==> src/rtl/life_pkg.sv <==
// Shared types and constants for the Game of Life generation engine.
// Border behaviour is selected by the LIFE_TORUS_EN macro in life_stepper.
package life_pkg;

  localparam int unsigned TICK_W   = 16;
  localparam int unsigned DEF_ROWS = 8;
  localparam int unsigned DEF_COLS = 8;
  localparam int unsigned NBR_W    = 4;

  typedef enum logic [1:0] {
    IDLE = 2'd0,
    RUN  = 2'd1,
    HALT = 2'd2
  } state_e;

  // Population count of the eight neighbour bits (result 0..8).
  function automatic logic [NBR_W-1:0] bit_counter(input logic [7:0] bits);
    logic [NBR_W-1:0] cnt;
    cnt = '0;
    for (int i = 0; i < 8; i++) begin
      cnt = cnt + NBR_W'(bits[i]);
    end
    return cnt;
  endfunction

endpackage

==> src/rtl/life_cell.sv <==
// One board cell: counts the live neighbours in its 3x3 window and
// produces the cell's state for the next generation.
module life_cell
  import life_pkg::*;
(
  input  logic [8:0] window,
  output logic       next_c
);

  logic [7:0]       nbrs;
  logic [NBR_W-1:0] n;

  // Bit 4 of the window is the cell itself; the rest are its neighbours.
  assign nbrs   = {window[8:5], window[3:0]};
  assign n      = bit_counter(nbrs);
  assign next_c = (n == NBR_W'(3)) | (window[4] & (n == NBR_W'(2)));

endmodule

==> src/rtl/life_stepper.sv <==
// Game of Life board: row-wise load, periodic generation update, auto-halt.
// Define LIFE_TORUS_EN for a toroidal board; otherwise off-board cells are dead.
module life_stepper
  import life_pkg::*;
#(
  parameter int unsigned ROWS = DEF_ROWS,
  parameter int unsigned COLS = DEF_COLS
) (
  input  logic                     clk,
  input  logic                     rst,
  input  logic                     load_valid,
  input  logic [$clog2(ROWS)-1:0]  load_row,
  input  logic [COLS-1:0]          load_data,
  output logic                     load_ready,
  input  logic                     start,
  input  logic                     stop,
  input  logic [TICK_W-1:0]        ticks_per_gen,
  output logic [ROWS*COLS-1:0]     cells,
  output logic [TICK_W-1:0]        generation,
  output logic                     busy,
  output logic                     stable
);

  localparam int unsigned NCELL = ROWS * COLS;

  state_e              state_q, state_d;
  logic [NCELL-1:0]    cells_q, cells_d;
  logic [TICK_W-1:0]   gen_q, gen_d;
  logic [TICK_W-1:0]   tick_q, tick_d;
  logic [TICK_W-1:0]   period_m1_c;
  logic                update_c;
  logic                load_c;
  logic [NCELL-1:0]    next_board_c;

  // Per-cell neighbourhood gathering; border cells wrap or read as dead.
  for (genvar r = 0; r < int'(ROWS); r++) begin : g_row
    for (genvar c = 0; c < int'(COLS); c++) begin : g_col
      logic [8:0] window;
      for (genvar dy = 0; dy < 3; dy++) begin : g_dy
        for (genvar dx = 0; dx < 3; dx++) begin : g_dx
          localparam int RR = r + dy - 1;
          localparam int CC = c + dx - 1;
`ifdef LIFE_TORUS_EN
          localparam int RW = (RR + int'(ROWS)) % int'(ROWS);
          localparam int CW = (CC + int'(COLS)) % int'(COLS);
          assign window[dy*3+dx] = cells_q[RW*int'(COLS)+CW];
`else
          if (RR < 0 || RR >= int'(ROWS) || CC < 0 || CC >= int'(COLS)) begin : g_out
            assign window[dy*3+dx] = 1'b0;
          end else begin : g_in
            assign window[dy*3+dx] = cells_q[RR*int'(COLS)+CC];
          end
`endif
        end
      end
      life_cell u_cell (
        .window (window),
        .next_c (next_board_c[r*int'(COLS)+c])
      );
    end
  end

  always_comb begin
    state_d     = state_q;
    cells_d     = cells_q;
    gen_d       = gen_q;
    tick_d      = tick_q;
    period_m1_c = (ticks_per_gen == '0) ? '0 : ticks_per_gen - TICK_W'(1);
    update_c    = (state_q == RUN) && (tick_q == period_m1_c);
    load_c      = load_valid && (state_q != RUN);

    if (stop) begin
      state_d = IDLE;
    end else if (update_c) begin
      tick_d = '0;
      if (next_board_c != cells_q) begin
        cells_d = next_board_c;
        gen_d   = gen_q + TICK_W'(1);
      end else begin
        state_d = HALT;
      end
    end else begin
      if (state_q == RUN) begin
        tick_d = tick_q + TICK_W'(1);
      end
      if (load_c) begin
        for (int r = 0; r < int'(ROWS); r++) begin
          if (int'(load_row) == r) begin
            cells_d[r*int'(COLS) +: COLS] = load_data;
          end
        end
        if (state_q == HALT) begin
          state_d = IDLE;
        end
      end
      // Start overrides the HALT->IDLE move of a simultaneous load.
      if (start && (state_q != RUN)) begin
        state_d = RUN;
        tick_d  = '0;
      end
    end
  end

  always_ff @(posedge clk) begin
    if (rst) begin
      state_q <= IDLE;
      cells_q <= '0;
      gen_q   <= '0;
      tick_q  <= '0;
    end else begin
      state_q <= state_d;
      cells_q <= cells_d;
      gen_q   <= gen_d;
      tick_q  <= tick_d;
    end
  end

  assign load_ready = (state_q != RUN);
  assign busy       = (state_q == RUN);
  assign stable     = (state_q == HALT);
  assign cells      = cells_q;
  assign generation = gen_q;

endmodule

==> config.mk <==
export PLATFORM = sky130hd
export DESIGN_NAME = life_stepper
export DESIGN_NICKNAME = d
export VERILOG_FILES = /design/src/rtl/life_pkg.sv /design/src/rtl/life_cell.sv /design/src/rtl/life_stepper.sv
export SDC_FILE = /design/constraint.sdc
export NUM_CORES = 1
export LEC_CHECK = 0
export CAP_MARGIN = 30
export CORE_ASPECT_RATIO = 1.2
export CORE_MARGIN = 5
export CORE_UTILIZATION = 64
export CTS_CLUSTER_DIAMETER = 200
export DETAILED_ROUTE_END_ITERATION = 8
export PLACE_DENSITY = 0.91
export SLEW_MARGIN = 10
export SYNTH_ARGS = -nofsm -noshare
export SYNTH_HDL_FRONTEND = slang
export SYNTH_SLANG_ARGS = --single-unit
==> constraint.sdc <==
create_clock -name clk -period 15.6 [get_ports clk]
set_input_delay 3.12 -clock clk [delete_from_list [all_inputs] [get_ports clk]]
set_output_delay 3.12 -clock clk [all_outputs]
set_load 0.01 [all_outputs]
# Yosys cells after proc, flatten, opt, wreduce, memory -nomap -nowiden
# Index checks and enable logic that the tools add are counted.
dict set report totals {
  regBits 98
  input_bits 32
  output_inout_bits 83
  elab_cells 683
}
dict set report classes {
  add_sub_neg 352
  n_eq_ne 142
  mux 20
  n_bitwise 129
  n_reduce_logical 29
}
# operator count
set op_table {}
lappend op_table {{$add A4 B1 Y4} 292}
lappend op_table {{$eq A4 B2 Y1 const B} 128}
lappend op_table {{$mux W64} 3}
lappend op_table {{$add A1 B1 Y2} 57}
lappend op_table {{$and A1 B1 Y1} 64}
lappend op_table {{$mux W16} 4}
lappend op_table {{$mux W8} 8}
lappend op_table {{$ne A64 B64 Y1} 1}
lappend op_table {{$or A1 B1 Y1} 64}
lappend op_table {{$add A16 B1 Y16 const B} 2}
lappend op_table {{$reduce_and A4 Y1} 8}
lappend op_table {{$reduce_bool A2 Y1} 9}
lappend op_table {{$eq A16 B16 Y1} 1}
lappend op_table {{$logic_not A16 Y1} 1}
lappend op_table {{$sub A16 B1 Y16 const B} 1}
lappend op_table {{$eq A3 B3 Y1 const B} 4}
lappend op_table {{$mux W2} 5}
lappend op_table {{$reduce_bool A3 Y1} 3}
lappend op_table {{$eq A3 B2 Y1 const B} 2}
lappend op_table {{$reduce_and A3 Y1} 2}
lappend op_table {{$ne A2 B1 Y1 const B} 2}
lappend op_table {{$eq A3 B1 Y1 const B} 1}
lappend op_table {{$logic_and A1 B1 Y1} 3}
lappend op_table {{$logic_not A3 Y1} 1}
lappend op_table {{6 further kinds} 6}

# Longest topological paths before layout
dict set report depth {
  ltp_word 13
  ltp_mapped 20
  mapped_depth_nobuf 18
}

# Cells and area by module
# Synthesis repeated with hierarchy kept, for this count alone.
dict set report hier_totals {
  cells_unflattened 2321
  area_unflattened_um2 19740.2
}
# mod instances cells_each area_per_inst_um2 seq_area_each_um2
set by_module_without_submodules {}
lappend by_module_without_submodules {{life_cell (g_row[0].g_col[0].u_cell ...)} 38 23 200.2 0.0}
lappend by_module_without_submodules {life_stepper 1 849 7318.3 1961.9}
lappend by_module_without_submodules {{life_cell (g_row[1].g_col[7].u_cell ...)} 26 23 185.2 0.0}

# Worst setup path after synthesis
# No wires, ideal clock.
dict set report synth_timing {
  path_type {input port to flip-flop}
  start {input port ticks_per_gen[0]}
  end {register cells_q[32], in the netlist cells[32]}
  setup_time_ns 0.117
  arrival_ns 6.453
  required_ns 15.483
  setup_slack_ns 9.030
  stages 14
  n_path_buf 2
  cell_sequence {inv_1 ha_1 or3b_1 or4_1 and2_1 or4b_1 o311a_1 nand4b_4 a2111oi_4 or2_1 buf_2 buf_4 a21oi_1 a32o_1}
}
dict set report synth_via {
  elab_chain_cells 6
  elab_cells_between_ends 10
  classes_between {add/sub (1); eq/ne (2); mux (2); reduce/logical (5)}
}
# item line
set synth_lines {}
lappend synth_lines {{start: declaration} life_stepper.sv:17} ;# input logic [TICK_W-1:0] ticks_per_gen,
lappend synth_lines {{$sub A16 B1 Y16 / $logic_not A16 Y1 (equally long branches)} life_stepper.sv:68} ;# period_m1_c = (ticks_per_gen == '0) ? '0 : ticks_per_gen - TICK_W'(1);
lappend synth_lines {{$mux W16 *} life_stepper.sv:68}
lappend synth_lines {{$eq A16 B16 Y1 *} life_stepper.sv:69} ;# update_c = (state_q == RUN) && (tick_q == period_m1_c);
lappend synth_lines {{$logic_and A1 B1 Y1 *} life_stepper.sv:69}
lappend synth_lines {{$ne A2 B1 Y1 (no line) / $reduce_bool A2 Y1 (equally long branches)} n/a}
lappend synth_lines {{$reduce_and A4 Y1 (no line)} n/a}
lappend synth_lines {{end signal: assignment} life_stepper.sv:112} ;# cells_q <= cells_d;
lappend synth_lines {{end: declaration} life_stepper.sv:27} ;# logic [NCELL-1:0] cells_q, cells_d;
# Every way passes the cells marked *; elsewhere a longest branch is shown, timed or not.
# A chain may end at the register's enable or synchronous reset.

# Worst setup path after layout
dict set report layout_timing {
  start {input port ticks_per_gen[0]}
  end {register cells_q[6], in the netlist cells[6]}
}
# Same word-level chain as after synthesis.

==> impl_metrics.tcl <==
set metrics [dict create \
    status "completed" \
    cap_violations 0 \
    fin_area_mm2 0.01869 \
    io_pins 115 \
    nets 2520 \
    finalHoldViolations 0 \
    syn_nets 2434 \
    grt_pass1_wl_mm 89.47 \
    hp-class "flop to flop" \
    dieWidth_um 158.6 \
    cts_hold_buffers 0 \
    path_clk_slew_ns 0.07 \
    syn_to_final_growth_pct 10.23 \
    post-route-period-util 0.5063 \
    synth-simple-area-share 0.2396 \
    tns_ns 0 \
    antenna_found_initial 0 \
    muxShareOfSynthArea 0.04109 \
    num_antenna_cells 0 \
    synth-warning-count 0 \
    clock_path_buffers 2 \
    die_area_mm2 0.02987 \
    ant_nets 0 \
    yosys_register_bits 98 \
    power_mw 0.6961 \
    post_cts_buffers 0 \
    final_cell_mix "inv_1, fa_1, nor2_1" \
    grt_pass1_vias 16780 \
    cts_resized 0 \
    ys.flop_type "dfxtp_1" \
    grt_max_degree 82 \
    start_util 0.6476 \
    routed_wl_mm 56.27 \
    cp-start-kind "primary input" \
    period_needed_ns 7.898 \
    n_fill_cell 1979 \
    synth_adder_area_share 0.3523 \
    max-vdd-ir-drop_uv 49.03 \
    synthArstFlopShare 0 \
    multiInputGateArea_mm2 0.01341 \
    fmax_mhz 126.6 \
    synth_cell_types 84 \
    arrival_ns 8.16 \
    tritoncts "built" \
    synth-xor-area-share 0.004648 \
    drc 0 \
    critPathMaxFanout 19 \
    chipHeight_um 188.3 \
    critPathCaptureType "flop" \
    relSlewSlack 0.3117 \
    hold-path-cell-count 2 \
    placed_cell_area_mm2 0.01840 \
    powerDensity_mw_per_mm2 37.23 \
    layout-drive-gt1-share 0.04972 \
    synth_compound_area_frac 0.1520 \
    syn_area_mm2 0.01696 \
    critPathKind "primary input to flop" \
    setup_viol_count_final 0 \
    synth_top_family_by_area "adder cells" \
    synth_cells 2042 \
    drt_iter0_markers 1429 \
    cp_data_required_time_ns 15.86 \
    cts-buffers-inserted 9 \
    gr-usage-all-layers 0.3796 \
    dp_hpwl_mm 45.17 \
    p_leak_nw 8.428 \
    syn_avg_cell_area_um2 8.306 \
    drv_slew 0 \
    seqCellArea_mm2 0.001962 \
    via_per_inst 6.640 \
    final_common_cell "inv_1" \
    cts-root-buf "clkbuf_16" \
    clkSinkCount 98 \
    finClkSkew_ns 0.01623 \
    yosysSeqAreaShare 0.1157 \
    tightest_slew_ns 1.019 \
    wl_per_cell_um 22.81 \
    grt_overflow 0 \
    rsz0062_at_grt "no" \
    routabilityCongestion 1.026 \
    synth-edff-count 0 \
    num_rows 65 \
    vias 16380 \
    io_buffer_count 114 \
    core_area_mm2 0.02619 \
    reg2reg_depth 18 \
    clkLatencyLatePin_ns 0.37 \
    first_pass_iters 6 \
    h-tree-depth 3 \
]
## Yosys cell counts, drive strengths merged, types with 8 or more instances
cell     number  area share
nand2b       52       0.019
mux2         21       0.014
and2         12      0.0044
nor4b        11      0.0057
clkbuf       41      0.0091
and3         19      0.0070
nor2        179       0.040
nand2        72       0.016
a31oi        14      0.0052
nand3        54       0.016
inv         359       0.079
nor4bb       25       0.015
nand4b        8      0.0050
mux2i        46       0.027
nor3         66       0.020
a22o         32       0.017
o31ai         9      0.0040
buf          16      0.0055
o21a         10      0.0044
o21ai        39       0.012
or4          17      0.0075
or3          20      0.0074
ha          164        0.12
nor3b        31       0.014
nor4         19      0.0074
a21o         14      0.0062
nor2b        33       0.012
a2111oi      11      0.0068
a211oi       11      0.0049
nand3b       22      0.0097
o21bai       16      0.0071
dfxtp        98        0.12
fa          196        0.23
nand4        45       0.017
a21oi       128       0.041
or2          23      0.0085
o221a        16       0.011
## flip-flops by register name, indices dropped and copies added (netlist names)
name        count
state_q         2
cells          64
tick_q         16
generation     16
## worst paths after layout
| kind | start | to | slack [ns] |
|---|---|---|---|
| setup / recovery | ticks_per_gen[0] | cells[6]$_SDFFE_PP0P_ | 7.70 |
| hold / removal | generation[13]$_SDFFE_PP0P_ | generation[13]$_SDFFE_PP0P_ | 0.50 |
| setup reg to reg | cells[11]$_SDFFE_PP0P_ | cells[4]$_SDFFE_PP0P_ | 8.60 |
| hold reg to reg | generation[13]$_SDFFE_PP0P_ | generation[13]$_SDFFE_PP0P_ | 0.50 |
## worst max-delay path, cell delays in order
cell and delay [ns]:
clkdlybuf4s50_1 0.50, inv_1 0.09, ha_1 0.22, nor3b_1 0.49, nand2_1 0.27, nor3_2 0.47
nor3_1 0.10, a2111oi_0 0.77, nand4b_4 0.17, a2111oi_4 0.44, or2_1 0.71, buf_4 0.42
a21oi_1 0.11, a22o_1 0.26
## stage by stage
| step | std cells | setup slack [ns] | hold WS [ns] | utilization |
|---|---|---|---|---|
| 2_1_floorplan | 2042 | 9.030 | 0.4697 | - |
| 3_3_place_gp | 2448 | 6.941 | 0.4655 | 0.7022 |
| 3_5_place_dp | 2449 | 7.331 | 0.4820 | 0.7027 |
| 4_1_cts | 2464 | 7.703 | 0.4929 | 0.7129 |
| 5_1_grt | 2467 | 7.505 | 0.5144 | 0.7139 |
| 6_report | 2467 | 7.702 | 0.4968 | 0.7139 |
## power breakdown
group | switching (mW) | leakage [nW] | internal [mW] | total (mW)
Sequential | 0.0130 | 0.791 | 0.254 | 0.267
Combinational | 0.122 | 7.51 | 0.0812 | 0.203
Clock | 0.118 | 0.128 | 0.108 | 0.226
Total | 0.253 | 8.43 | 0.443 | 0.696
## layer usage
layer / up-vias / GRT usage / routed length [um]
met5: - / 0 / 0
met4: 0 / 0.2452 / 4783
met3: 308 / 0.07994 / 4980
met2: 915 / 0.6309 / 26790
met1: 7910 / 0.4370 / 19720
li1: 7249 / - / -
## cell families after synthesis
group / count (synthesis)
compound gates: 366
buf+inv: 418
mux: 67
simple gates: 724
xor+xnor: 9
fa+ha+maj: 360
flops: 98
## layout make-up
class,instances,share of cell area
tap,335,0.02242
multi-input combinational,1526,0.7174
sequential,98,0.1049
clock inverter,6,0.002276
timing repair buffer,132,0.06847
inverter,361,0.07249
clock buffer,9,0.01205
(Power assumes the default switching activity.)
